<file path="config.mk">
export PLATFORM = sky130hd
export DESIGN_NAME = in_port_rc10
export DESIGN_NICKNAME = d
export VERILOG_FILES = /design/src/rtl/in_port_rc10.sv
export SDC_FILE = /design/constraint.sdc
export NUM_CORES = 1
export LEC_CHECK = 0
export CAP_MARGIN = 0
export CORE_AREA = 8 8 217 167
export DETAILED_ROUTE_END_ITERATION = 7
export DIE_AREA = 0 0 225 175
export GPL_TIMING_DRIVEN = 1
export PLACE_DENSITY_LB_ADDON = 0.08
export RECOVER_POWER = 25
export SLEW_MARGIN = 5
export SYNTH_ARGS = -nofsm -noshare
export SYNTH_HDL_FRONTEND = slang
export SYNTH_SLANG_ARGS = --single-unit
</file>
<file path="constraint.sdc">
create_clock -name clk -period 5.45 [get_ports clk]
set_clock_uncertainty 0.05 [all_clocks]
set_input_delay 0.8175 -clock clk [delete_from_list [all_inputs] [get_ports clk]]
set_output_delay 0.8175 -clock clk [all_outputs]
set_load 0.01 [all_outputs]
</file>
<file path="src/rtl/in_port_rc10.sv">
// Router input port: FWFT flit FIFO with XY route computation on the head.
// Optional IN_PORT_HOPCNT_EN: data_out timestamp = head timestamp + 1 (sat).
module in_port_rc10 #(
   parameter int         DEPTH    = 8,
   parameter int         WIDTH    = 3,
   parameter int         DATASIZE = 40,
   parameter logic [1:0] X_POS    = 2'd1,
   parameter logic [1:0] Y_POS    = 2'd0
) (
   input  logic                clk,
   input  logic                rst,
   input  logic [DATASIZE-1:0] data_in,
   input  logic                data_valid,
   output logic                full,
   output logic [DATASIZE-1:0] data_out,
   output logic [3:0]          label,
   input  logic                ready,
   output logic [WIDTH:0]      count,
   output logic                route_err,
   output logic                ovf_err
);

   localparam logic [WIDTH:0] LP_DEPTH = (WIDTH+1)'(DEPTH);

   logic [DATASIZE-1:0] r_mem [DEPTH];
   logic [WIDTH-1:0]    r_wr_ptr;
   logic [WIDTH-1:0]    r_rd_ptr;
   logic [WIDTH:0]      r_count;
   logic                r_route_err;
   logic                r_ovf_err;

   logic [DATASIZE-1:0] w_head;
   logic                w_nempty;
   logic                w_full;
   logic [1:0]          w_dx;
   logic [1:0]          w_dy;
   logic [3:0]          w_label;
   logic                w_unroute;
   logic                w_push;
   logic                w_pop;
   logic [DATASIZE-1:0] w_out;

   assign w_head   = r_mem[r_rd_ptr];
   assign w_nempty = (r_count != '0);
   assign w_full   = (r_count == LP_DEPTH);
   assign w_dx     = w_head[35:34];
   assign w_dy     = w_head[33:32];

   // XY route of the head flit; no west port, so dst_x < X_POS is unroutable
   always_comb begin
      w_label   = 4'b0000;
      w_unroute = 1'b0;
      if (w_nempty) begin
         if (w_dx < X_POS)
            w_unroute = 1'b1;
         else if (w_dx > X_POS)
            w_label = 4'b0100;
         else if (w_dy > Y_POS)
            w_label = 4'b0010;
         else if (w_dy < Y_POS)
            w_label = 4'b1000;
         else
            w_label = 4'b0001;
      end
   end

   assign w_push = data_valid && !w_full;
   assign w_pop  = w_nempty && (w_unroute || (ready && (w_label != 4'b0000)));

`ifdef IN_PORT_HOPCNT_EN
   logic [7:0] w_ts;
   logic [7:0] w_ts_inc;
   assign w_ts     = w_head[31:24];
   assign w_ts_inc = (w_ts == 8'hFF) ? 8'hFF : w_ts + 8'd1;
   assign w_out    = {w_head[DATASIZE-1:32], w_ts_inc, w_head[23:0]};
`else
   assign w_out    = w_head;
`endif

   assign data_out  = w_nempty ? w_out : '0;
   assign label     = w_label;
   assign full      = w_full;
   assign count     = r_count;
   assign route_err = r_route_err;
   assign ovf_err   = r_ovf_err;

   // Flit storage, written at the write pointer on an accepted push
   always_ff @(posedge clk) begin
      if (!rst && w_push)
         r_mem[r_wr_ptr] <= data_in;
   end

   // Pointers, occupancy and sticky error flags
   always_ff @(posedge clk) begin
      if (rst) begin
         r_wr_ptr    <= '0;
         r_rd_ptr    <= '0;
         r_count     <= '0;
         r_route_err <= 1'b0;
         r_ovf_err   <= 1'b0;
      end else begin
         if (w_push)
            r_wr_ptr <= r_wr_ptr + WIDTH'(1);
         if (w_pop)
            r_rd_ptr <= r_rd_ptr + WIDTH'(1);
         if (w_push && !w_pop)
            r_count <= r_count + (WIDTH+1)'(1);
         else if (!w_push && w_pop)
            r_count <= r_count - (WIDTH+1)'(1);
         if (w_nempty && w_unroute)
            r_route_err <= 1'b1;
         if (data_valid && w_full)
            r_ovf_err <= 1'b1;
      end
   end

endmodule

</file>
==> summary.txt, run 1 <==
Run status
  – Status: completed

Finish
  – Reg area: 9920 um^2
  – Final layout net count: 767
  – Most frequent standard cell in the layout excluding fill and tap cells: sky130_fd_sc_hd__edfxtp_1
  – Antenna diode instance count: 0
  – Signed area change from the synthesized netlist to the final layout: 21.4%
  – Footprint of the multi-input gates: 2900 um^2
  – Most used cells in the layout excluding fill and tap cells: sky130_fd_sc_hd__edfxtp_1 (320), sky130_fd_sc_hd__mux4_2 (79), sky130_fd_sc_hd__clkdlybuf4s50_1 (70)
  – Share of cells above drive strength 1: 0.223
  – Final Instance Count excl. Fillers: 1,193
  – Filler Cells Inserted: 2,747
  – Final instance area: 15,700 um^2

Timing
  – Normalized max-slew margin: 0.290
  – Hold Violations, Final: 0
  – Slew at the pin closest to its max-slew limit: 1.06 ns
  – Worst setup slack after layout: 1.45 ns
  – Highest Clock Rate: 250 MHz
  – Setup TNS: 0 ns
  – Count of pins over their slew limit: 0
  – Unrepaired setup endpoints after global routing: false
  – Portion of the clock cycle consumed by the worst path in the final layout: 0.734
  – Final setup violation count: 0
  – Post-layout minimum cycle time: 4.00 ns
  – Worst Hold Slack: 0.423 ns

Synthesis
  – Flop and latch count out of synthesis: 335
  – Cell count after synthesis: 601
  – Synth Net Count: 651
  – Yosys cell types: 37
  – Post-synth EDFFs: 320
  – Syn Std Cell Area: 12,900 um^2
  – Cell types with the largest area share after synthesis: sky130_fd_sc_hd__edfxtp_1 (75%), sky130_fd_sc_hd__mux4_2 (14%), sky130_fd_sc_hd__mux2i_1 (3.0%)
  – Seq/Total Area, Yosys: 0.769
  – Synth top area share: 0.745
  – Mean cell area of the mapped netlist: 21.4 um^2
  – Count of yosys warnings during synthesis: 0
  – Leading area contributor after synthesis: sky130_fd_sc_hd__edfxtp_1
  – Most used flip-flop cell after synthesis: sky130_fd_sc_hd__edfxtp_1
  – Proportion of register bits with asynchronous set or reset after synthesis: 0

Worst setup path
  – Biggest cell delay along the critical path: 1.03 ns
  – Req. time, crit path: 4.58 ns
  – CP max FO: 61
  – Slowest library cell on the worst path: sky130_fd_sc_hd__dfxtp_4
  – Crit Path Class: flip-flop to output pin
  – Arrival time of data at the critical path endpoint: 3.14 ns
  – Worst reg-to-reg setup slack: 1.90 ns
  – Sequence of cells on the critical path: buf_4, mux4_2, mux2i_1, nor2_1, clkdlybuf4s50_1
  – Cell depth of the worst flop-to-flop path: 12
  – Type of element capturing the critical path: output pin
  – RR Endpoint: count[3]
  – Element type at the critical path start: flip-flop

Global route
  – Maximum number of pins on one net before global-route repair: 67
  – Residual overflow from global routing: 0
  – Number of global-route vias before repair: 6,669
  – Initial antenna violation count: 1
  – All-layer global routing usage: 0.140
  – Global-route wire length before repair: 41,700 um

Clock tree
  – CTS tree: yes
  – Clock root buffer master: sky130_fd_sc_hd__clkbuf_16
  – Sinks on the clock net: 335
  – Number of buffers inserted to repair setup after CTS: 0
  – CTS buffer count: 36
  – CTS max path bufs: 3
  – Clock latency of the later-clocked register in the worst-skew pair: 0.51 ns
  – H-tree depth: 2
  – Number of hold buffers added after cts: 0
  – Post-cts sizing count: 0
  – Clock transition at path regs: 0.06 ns

Drt
  – Initial detailed-routing violation count: 367
  – TritonRoute pass-1 iters: 4
  – Routed WL per cell: 22.7 um
  – WL final: 27,100 um
  – Routed via count: 6,076
  – DRC Markers: 0
  – Number of nets with antenna violations after routing: 0
  – Number of vias per cell after detailed routing: 5.09

Floorplan
  – I/O pins: 95
  – Die H: 175 um
  – Horiz. Die Dim: 225 um
  – Core Footprint: 32,900 um^2
  – Initial standard-cell utilization of the core: 0.392
  – # rows: 58
  – Die Area: 39,400 um^2

Power and ir drop
  – Lkg Pwr: 0.00480 uW
  – Peak supply drop: 0.282 mV
  – Power per Cell Area: 479 nW/um^2

Worst hold path
  – Cell depth of the worst min-delay path: 2
  – Hold Crit Endpoint: route_err
  – Type of the worst min-delay path: flip-flop to flip-flop
  – Hold path startpoint: route_err

Run
  – Max Cap Violations: 0

Placement
  – Half-perimeter wire length of the detailed placement result: 15,500 um
  – Post-DP Area: 14,500 um^2
  – Placer's final routability congestion estimate: 0.732
  – Number of placed instances with taps included: 1,129
  – Buffers on Ports: 93
  – Setup WS pre-CTS: 1.83 ns
==> cell families after synthesis <==
logic type	after synthesis	share of synthesized area
flip-flops	335	0.769
XOR/XNOR	5	0.00340
adder cells (fa/ha/maj)	6	0.00641
multiplexers	121	0.174
AO/OA/AOI/OAI	18	0.00815
other	1	0.000291
AND/OR/NAND/NOR	81	0.0270
buffers and inverters	34	0.0121
==> critical path: cells and delay by family (launching register included) <==
family / cells / cell delay [ns]
and+or+nand+nor: 1 / 0.06
muxes: 2 / 0.57
buffers and inverters: 2 / 0.95
DFF: 1 / 1.03
==> layout make-up <==
type	instances	share of cell area
well taps	450	0.0360
repair buffers	109	0.0679
flip-flops and latches	335	0.634
multi-input cells	232	0.185
clock buffers	43	0.0606
inverters	3	0.000719
clock inverters	21	0.0159
==> flip-flops by register name (all words and copies together), names as in the netlist, named ones only <==
signal and cells:
r_mem 320, count 4, r_rd_ptr 3, r_wr_ptr 3
ovf_err 1, route_err 1
==> routing by layer <==
layer,GRT usage,wire length [um]
met1,0.193,12300
met2,0.224,12900
met3,0.0308,1420
met4,0.0351,509
met5,0,0
==> cell usage after synthesis, types with 3 or more instances <==
library cell,number
sky130_fd_sc_hd__buf_2,11
sky130_fd_sc_hd__nor2_1,55
sky130_fd_sc_hd__xnor2_1,3
sky130_fd_sc_hd__a21oi_1,9
sky130_fd_sc_hd__buf_1,5
sky130_fd_sc_hd__clkbuf_1,12
sky130_fd_sc_hd__nand2_1,9
sky130_fd_sc_hd__mux2i_1,39
sky130_fd_sc_hd__mux4_2,79
sky130_fd_sc_hd__nor3_1,4
sky130_fd_sc_hd__edfxtp_1,320
sky130_fd_sc_hd__inv_1,3
sky130_fd_sc_hd__ha_1,5
sky130_fd_sc_hd__or3_1,3
sky130_fd_sc_hd__dfxtp_1,15
==> stage by stage <==
step                 util  power [uW]
floorplan               -        4300
global placement    0.440        5150
detailed placement  0.440        5160
CTS                 0.476        7640
global route        0.476        7870
finish              0.476        7500
==> worst max path at each step <==
stage / from / end / slack, ns / cells after the start
global route: flip-flop / data_out[26] / 1.22 / 5
finish: flip-flop / data_out[8] / 1.45 / 5
detailed placement: data_valid / r_mem[7][7] / 1.83 / 6
floorplan: rst / r_mem[3][0] / 1.00 / 3
CTS: flip-flop / data_out[14] / 1.31 / 5
global placement: flip-flop / count[3] / 1.86 / 12
==> power breakdown <==
group	leakage (uW)	internal, uW	switching [uW]
clock	0.000565	1490	968
combinational	0.00122	1050	879
sequential	0.00301	2920	187
Note: power is estimated with default switching activity, not from simulation.
==> run 2: changes to the inputs <==
==> constraint.sdc (replaced) <==
create_clock -name clk -period 4 [get_ports clk]
set_clock_uncertainty 0.05 [all_clocks]
set_input_delay 0.6 -clock clk [delete_from_list [all_inputs] [get_ports clk]]
set_output_delay 0.6 -clock clk [all_outputs]
set_load 0.01 [all_outputs]
==> summary.txt, run 2 (synthesis gave the netlist of run 1 again) <==
Power and ir drop
  – Power per Cell Area: 641 nW/um^2
  – Lkg Pwr: 0.00481 uW
  – Peak supply drop: 0.310 mV
  – Total power after layout: 10,000 uW

Worst setup path
  – Element type at the critical path start: flip-flop
  – Termination of the worst setup path: data_out[39]
  – Cell type group with the largest total delay on the critical path: buffers and inverters
  – Crit Path Class: flip-flop to output pin
  – Type of element capturing the critical path: output pin
  – Req. time, crit path: 3.35 ns
  – Slowest library cell on the worst path: sky130_fd_sc_hd__mux4_2
  – Worst reg-to-reg setup slack: 0.65 ns
  – Cell depth of the worst setup path: 5
  – RR Endpoint: count[3]
  – Number of buffers and inverters on the critical path: 2
  – Arrival time of data at the critical path endpoint: 2.93 ns
  – Sequence of cells on the critical path: buf_4, mux4_2, mux2i_1, nor2_1, clkdlybuf4s50_1
  – CP max FO: 22
  – Cell depth of the worst flop-to-flop path: 12
  – Biggest cell delay along the critical path: 0.56 ns

Finish
  – Final instance area: 15,700 um^2
  – Max FFs per register: 320
  – Final layout net count: 772
  – Largest Register: r_mem
  – Antenna diode instance count: 0
  – Share of cells above drive strength 1: 0.217
  – Most used cells in the layout excluding fill and tap cells: sky130_fd_sc_hd__edfxtp_1 (320), sky130_fd_sc_hd__mux4_2 (79), sky130_fd_sc_hd__clkdlybuf4s50_1 (70)
  – Signed area change from the synthesized netlist to the final layout: 21.5%
  – Most frequent standard cell in the layout excluding fill and tap cells: sky130_fd_sc_hd__edfxtp_1
  – Filler Cells Inserted: 2,681

Floorplan
  – Horiz. Die Dim: 225 um
  – # rows: 58
  – Die Area: 39,400 um^2
  – Initial standard-cell utilization of the core: 0.392
  – Core Footprint: 32,900 um^2
  – Die H: 175 um
  – I/O pins: 95

Timing
  – Setup TNS: 0 ns
  – Hold Violations, Final: 0
  – Final setup violation count: 0
  – Unrepaired setup endpoints after global routing: false
  – Portion of the clock cycle consumed by the worst path in the final layout: 0.895
  – Worst setup slack after layout: 0.421 ns
  – Normalized max-slew margin: 0.496
  – Highest Clock Rate: 279 MHz
  – Post-layout minimum cycle time: 3.58 ns
  – Worst Hold Slack: 0.418 ns
  – Slew at the pin closest to its max-slew limit: 0.756 ns
  – Count of pins over their slew limit: 0

Clock tree
  – CTS buffer count: 36
  – Sinks on the clock net: 335
  – Clock latency of the later-clocked register in the worst-skew pair: 0.51 ns
  – CTS max path bufs: 3
  – H-tree depth: 2
  – Clock root buffer master: sky130_fd_sc_hd__clkbuf_16
  – CTS tree: yes
  – Clock transition at path regs: 0.06 ns
  – Number of buffers inserted to repair setup after CTS: 0
  – Post-cts sizing count: 0
  – Number of hold buffers added after cts: 0

Drt
  – Initial detailed-routing violation count: 317
  – Routed via count: 6,095
  – Number of nets with antenna violations after routing: 0
  – DRC Markers: 0
  – TritonRoute pass-1 iters: 6
  – WL final: 27,600 um
  – Number of vias per cell after detailed routing: 5.10
  – Routed WL per cell: 23.1 um

Global route
  – Maximum number of pins on one net before global-route repair: 45
  – All-layer global routing usage: 0.141
  – Global-route wire length before repair: 41,400 um
  – Initial antenna violation count: 3
  – Number of global-route vias before repair: 6,568
  – Residual overflow from global routing: 0

Placement
  – Post-DP Area: 14,500 um^2
  – Buffers on Ports: 93
  – Setup WS pre-CTS: 0.659 ns
  – Placer's final routability congestion estimate: 0.701
  – Half-perimeter wire length of the detailed placement result: 15,500 um

Worst hold path
  – Type of the worst min-delay path: flip-flop to flip-flop
  – Cell depth of the worst min-delay path: 2

Run status
  – Status: completed

Run
  – Max Cap Violations: 0
[run 2: metal layers]
metal  part of all wire  global-route usage
met4              0.017              0.0370
met5            0.00083                   0
met2               0.48               0.234
met1               0.45               0.184
met3              0.049              0.0327
[run 2: how the worst min path moves through the flow]
stage,startpoint,end,slack [ns]
5_1_grt,ovf_err,ovf_err,0.45
3_3_place_gp,ovf_err,ovf_err,0.40
2_1_floorplan,r_rd_ptr[2],flip-flop,0.41
3_5_place_dp,ovf_err,ovf_err,0.41
4_1_cts,ovf_err,ovf_err,0.43
6_report,ovf_err,ovf_err,0.42
[run 2: layout make-up]
type | instances | area, um^2 | area share
clock buffers | 47 | 963 | 0.0615
clock inverters | 15 | 155 | 0.00991
inverters | 3 | 11.3 | 0.000719
multi-input cells | 232 | 2900 | 0.185
flip-flops and latches | 335 | 9920 | 0.633
well taps | 450 | 563 | 0.0359
repair buffers | 114 | 1150 | 0.0735
[run 2: power breakdown]
group	switching [uW]	internal (uW)	leakage [uW]
Combinational	1260	1450	0.00126
Sequential	192	3980	0.00301
Clock	1270	1890	0.000540
[run 2: stage by stage]
step	utilization	instances
final	0.476	1196
after global routing	0.476	1196
after CTS	0.476	1196
after detailed placement	0.442	1134
after global placement	0.442	1134
after floorplan	-	601
[run 2: worst register-to-register path, delay by kind of cell (launching register included)]
kind | cells | cell delay, ns
AO/OA/AOI/OAI | 4 | 0.64
AND/OR/NAND/NOR | 2 | 0.52
buffers and inverters | 1 | 0.12
flip-flops | 1 | 0.55
XOR/XNOR | 1 | 0.10
multiplexers | 2 | 0.84
adder cells (fa/ha/maj) | 2 | 0.45
==> run 3: changes to the inputs <==
--- a/config.mk
+++ b/config.mk
@@ -7,11 +7,13 @@
 export LEC_CHECK = 0
 export CAP_MARGIN = 0
 export CORE_AREA = 8 8 217 167
+export CTS_CLUSTER_SIZE = 30
 export DETAILED_ROUTE_END_ITERATION = 7
 export DIE_AREA = 0 0 225 175
 export GPL_TIMING_DRIVEN = 1
 export PLACE_DENSITY_LB_ADDON = 0.08
 export RECOVER_POWER = 25
+export SETUP_SLACK_MARGIN = 0.3
 export SLEW_MARGIN = 5
 export SYNTH_ARGS = -nofsm -noshare
 export SYNTH_HDL_FRONTEND = slang
==> summary.txt, run 3 (synthesis gave the netlist of run 1 again) <==
Drt
  – TritonRoute pass-1 iters: 4
  – Routed WL per cell: 23.0 um
  – Initial detailed-routing violation count: 294
  – Routed via count: 6,124
  – Number of vias per cell after detailed routing: 5.12
  – WL final: 27,500 um
  – DRC Markers: 0
  – Number of nets with antenna violations after routing: 0

Timing
  – Unrepaired setup endpoints after global routing: true
  – Normalized max-slew margin: 0.494
  – Hold Violations, Final: 0
  – Final setup violation count: 0
  – Count of pins over their slew limit: 0
  – Slew at the pin closest to its max-slew limit: 0.758 ns
  – Highest Clock Rate: 282 MHz
  – Portion of the clock cycle consumed by the worst path in the final layout: 0.887
  – Post-layout minimum cycle time: 3.55 ns

Finish
  – Filler Cells Inserted: 2,677
  – Signed area change from the synthesized netlist to the final layout: 21.6%
  – Final Instance Count excl. Fillers: 1,196
  – Max FFs per register: 320
  – Most used cells in the layout excluding fill and tap cells: sky130_fd_sc_hd__edfxtp_1 (320), sky130_fd_sc_hd__mux4_2 (79), sky130_fd_sc_hd__clkdlybuf4s50_1 (70)
  – Share of cells above drive strength 1: 0.217
  – Reg area: 9920 um^2
  – Most frequent standard cell in the layout excluding fill and tap cells: sky130_fd_sc_hd__edfxtp_1
  – Antenna diode instance count: 0
  – Largest Register: r_mem
  – Final layout net count: 772
  – Footprint of the multi-input gates: 2900 um^2

Clock tree
  – CTS buffer count: 36
  – CTS tree: yes
  – CTS max path bufs: 3
  – Number of buffers inserted to repair setup after CTS: 0
  – Clock transition at path regs: 0.06 ns
  – Clock latency of the later-clocked register in the worst-skew pair: 0.51 ns
  – H-tree depth: 2
  – Number of hold buffers added after cts: 0
  – Clock root buffer master: sky130_fd_sc_hd__clkbuf_16
  – Sinks on the clock net: 335

Floorplan
  – Die H: 175 um
  – Die Area: 39,400 um^2
  – # rows: 58
  – Core Footprint: 32,900 um^2
  – I/O pins: 95
  – Initial standard-cell utilization of the core: 0.392
  – Horiz. Die Dim: 225 um

Worst setup path
  – Element type at the critical path start: flip-flop
  – Req. time, crit path: 3.35 ns
  – CP max FO: 35
  – Cell depth of the worst flop-to-flop path: 12
  – Termination of the worst setup path: data_out[12]
  – Slowest library cell on the worst path: sky130_fd_sc_hd__dfxtp_4
  – Sequence of cells on the critical path: buf_4, mux4_2, mux2i_1, nor2_1, clkdlybuf4s50_1
  – Worst reg-to-reg setup slack: 0.64 ns
  – Type of element capturing the critical path: output pin
  – Biggest cell delay along the critical path: 0.76 ns
  – Arrival time of data at the critical path endpoint: 2.90 ns
  – RR Endpoint: count[3]
  – Crit Path Class: flip-flop to output pin

Power and ir drop
  – Total power after layout: 10,000 uW
  – Peak supply drop: 0.309 mV
  – Power per Cell Area: 641 nW/um^2
  – Lkg Pwr: 0.00482 uW

Run
  – Max Cap Violations: 0

Global route
  – Global-route wire length before repair: 41,400 um
  – Residual overflow from global routing: 0
  – All-layer global routing usage: 0.141
  – Initial antenna violation count: 3
  – Number of global-route vias before repair: 6,568
  – Maximum number of pins on one net before global-route repair: 45

Placement
  – Number of placed instances with taps included: 1,134
  – Half-perimeter wire length of the detailed placement result: 15,500 um
  – Buffers on Ports: 93
  – Placer's final routability congestion estimate: 0.701

Run status
  – Status: completed

Worst hold path
  – Type of the worst min-delay path: flip-flop to flip-flop
==> run 3: changes by cell type in the layout (fill, tap and decap cells not counted) <==
| cell | delta |
|---|---|
| sky130_fd_sc_hd__buf_6 | +1 |
| sky130_fd_sc_hd__buf_16 | +1 |
| sky130_fd_sc_hd__buf_4 | -1 |
| sky130_fd_sc_hd__buf_12 | -1 |
==> run 3: power breakdown <==
part / switching (uW) / leakage (uW) / total, uW / internal [uW]
Combinational: 1260 / 0.00126 / 2710 / 1460
Sequential: 196 / 0.00301 / 4180 / 3980
Clock: 1270 / 0.000540 / 3160 / 1890
Total: 2720 / 0.00482 / 10000 / 7330
==> run 3: final cells by class <==
type | count | share of cell area
clock inverter | 15 | 0.00990
sequential | 335 | 0.633
clock buffer | 47 | 0.0615
inverter | 3 | 0.000718
timing repair buffer | 114 | 0.0742
multi-input combinational | 232 | 0.185
tap | 450 | 0.0359
==> run 3: stage by stage <==
stage	setup slack, ns	utilization	hold slack [ns]	instance area (um^2)	TNS, ns
2_1_floorplan	-0.233	-	0.409	12900	-27.91
3_3_place_gp	0.701	0.442	0.402	14500	0
3_5_place_dp	0.659	0.442	0.414	14500	0
4_1_cts	0.319	0.476	0.426	15700	0
5_1_grt	0.281	0.477	0.450	15700	0
6_report	0.452	0.477	0.418	15700	0
==> run 3: repair_timing <==
action,in CTS,in global routing
resized for setup,0,2
hold endpoints to repair,0,0
endpoints found under the setup margin,0,5
==> run 3: worst min path at each step <==
stage	start	endpoint	slack, ns	cells past startpoint
5_1_grt	ovf_err	ovf_err	0.45	2
2_1_floorplan	r_rd_ptr[2]	flip-flop	0.41	2
4_1_cts	ovf_err	ovf_err	0.43	2
3_5_place_dp	ovf_err	ovf_err	0.41	2
6_report	ovf_err	ovf_err	0.42	2
3_3_place_gp	ovf_err	ovf_err	0.40	2
==> run 3: worst max-delay path: cells and delay by family (launching register included) <==
family	cells	cell delay, ns
buffers and inverters	2	0.98
flip-flops	1	0.76
AND/OR/NAND/NOR	1	0.09
multiplexers	2	0.54
==> run 3: per-layer routing <==
metal / share of wire / wire length, um / global-route usage / vias up
li1: - / - / - / 2706
met1: 0.45 / 12400 / 0.184 / 3239
met2: 0.49 / 13400 / 0.234 / 127
met3: 0.045 / 1250 / 0.0327 / 48
met4: 0.017 / 471 / 0.0370 / 4
met5: 0.00084 / 23 / 0 / -
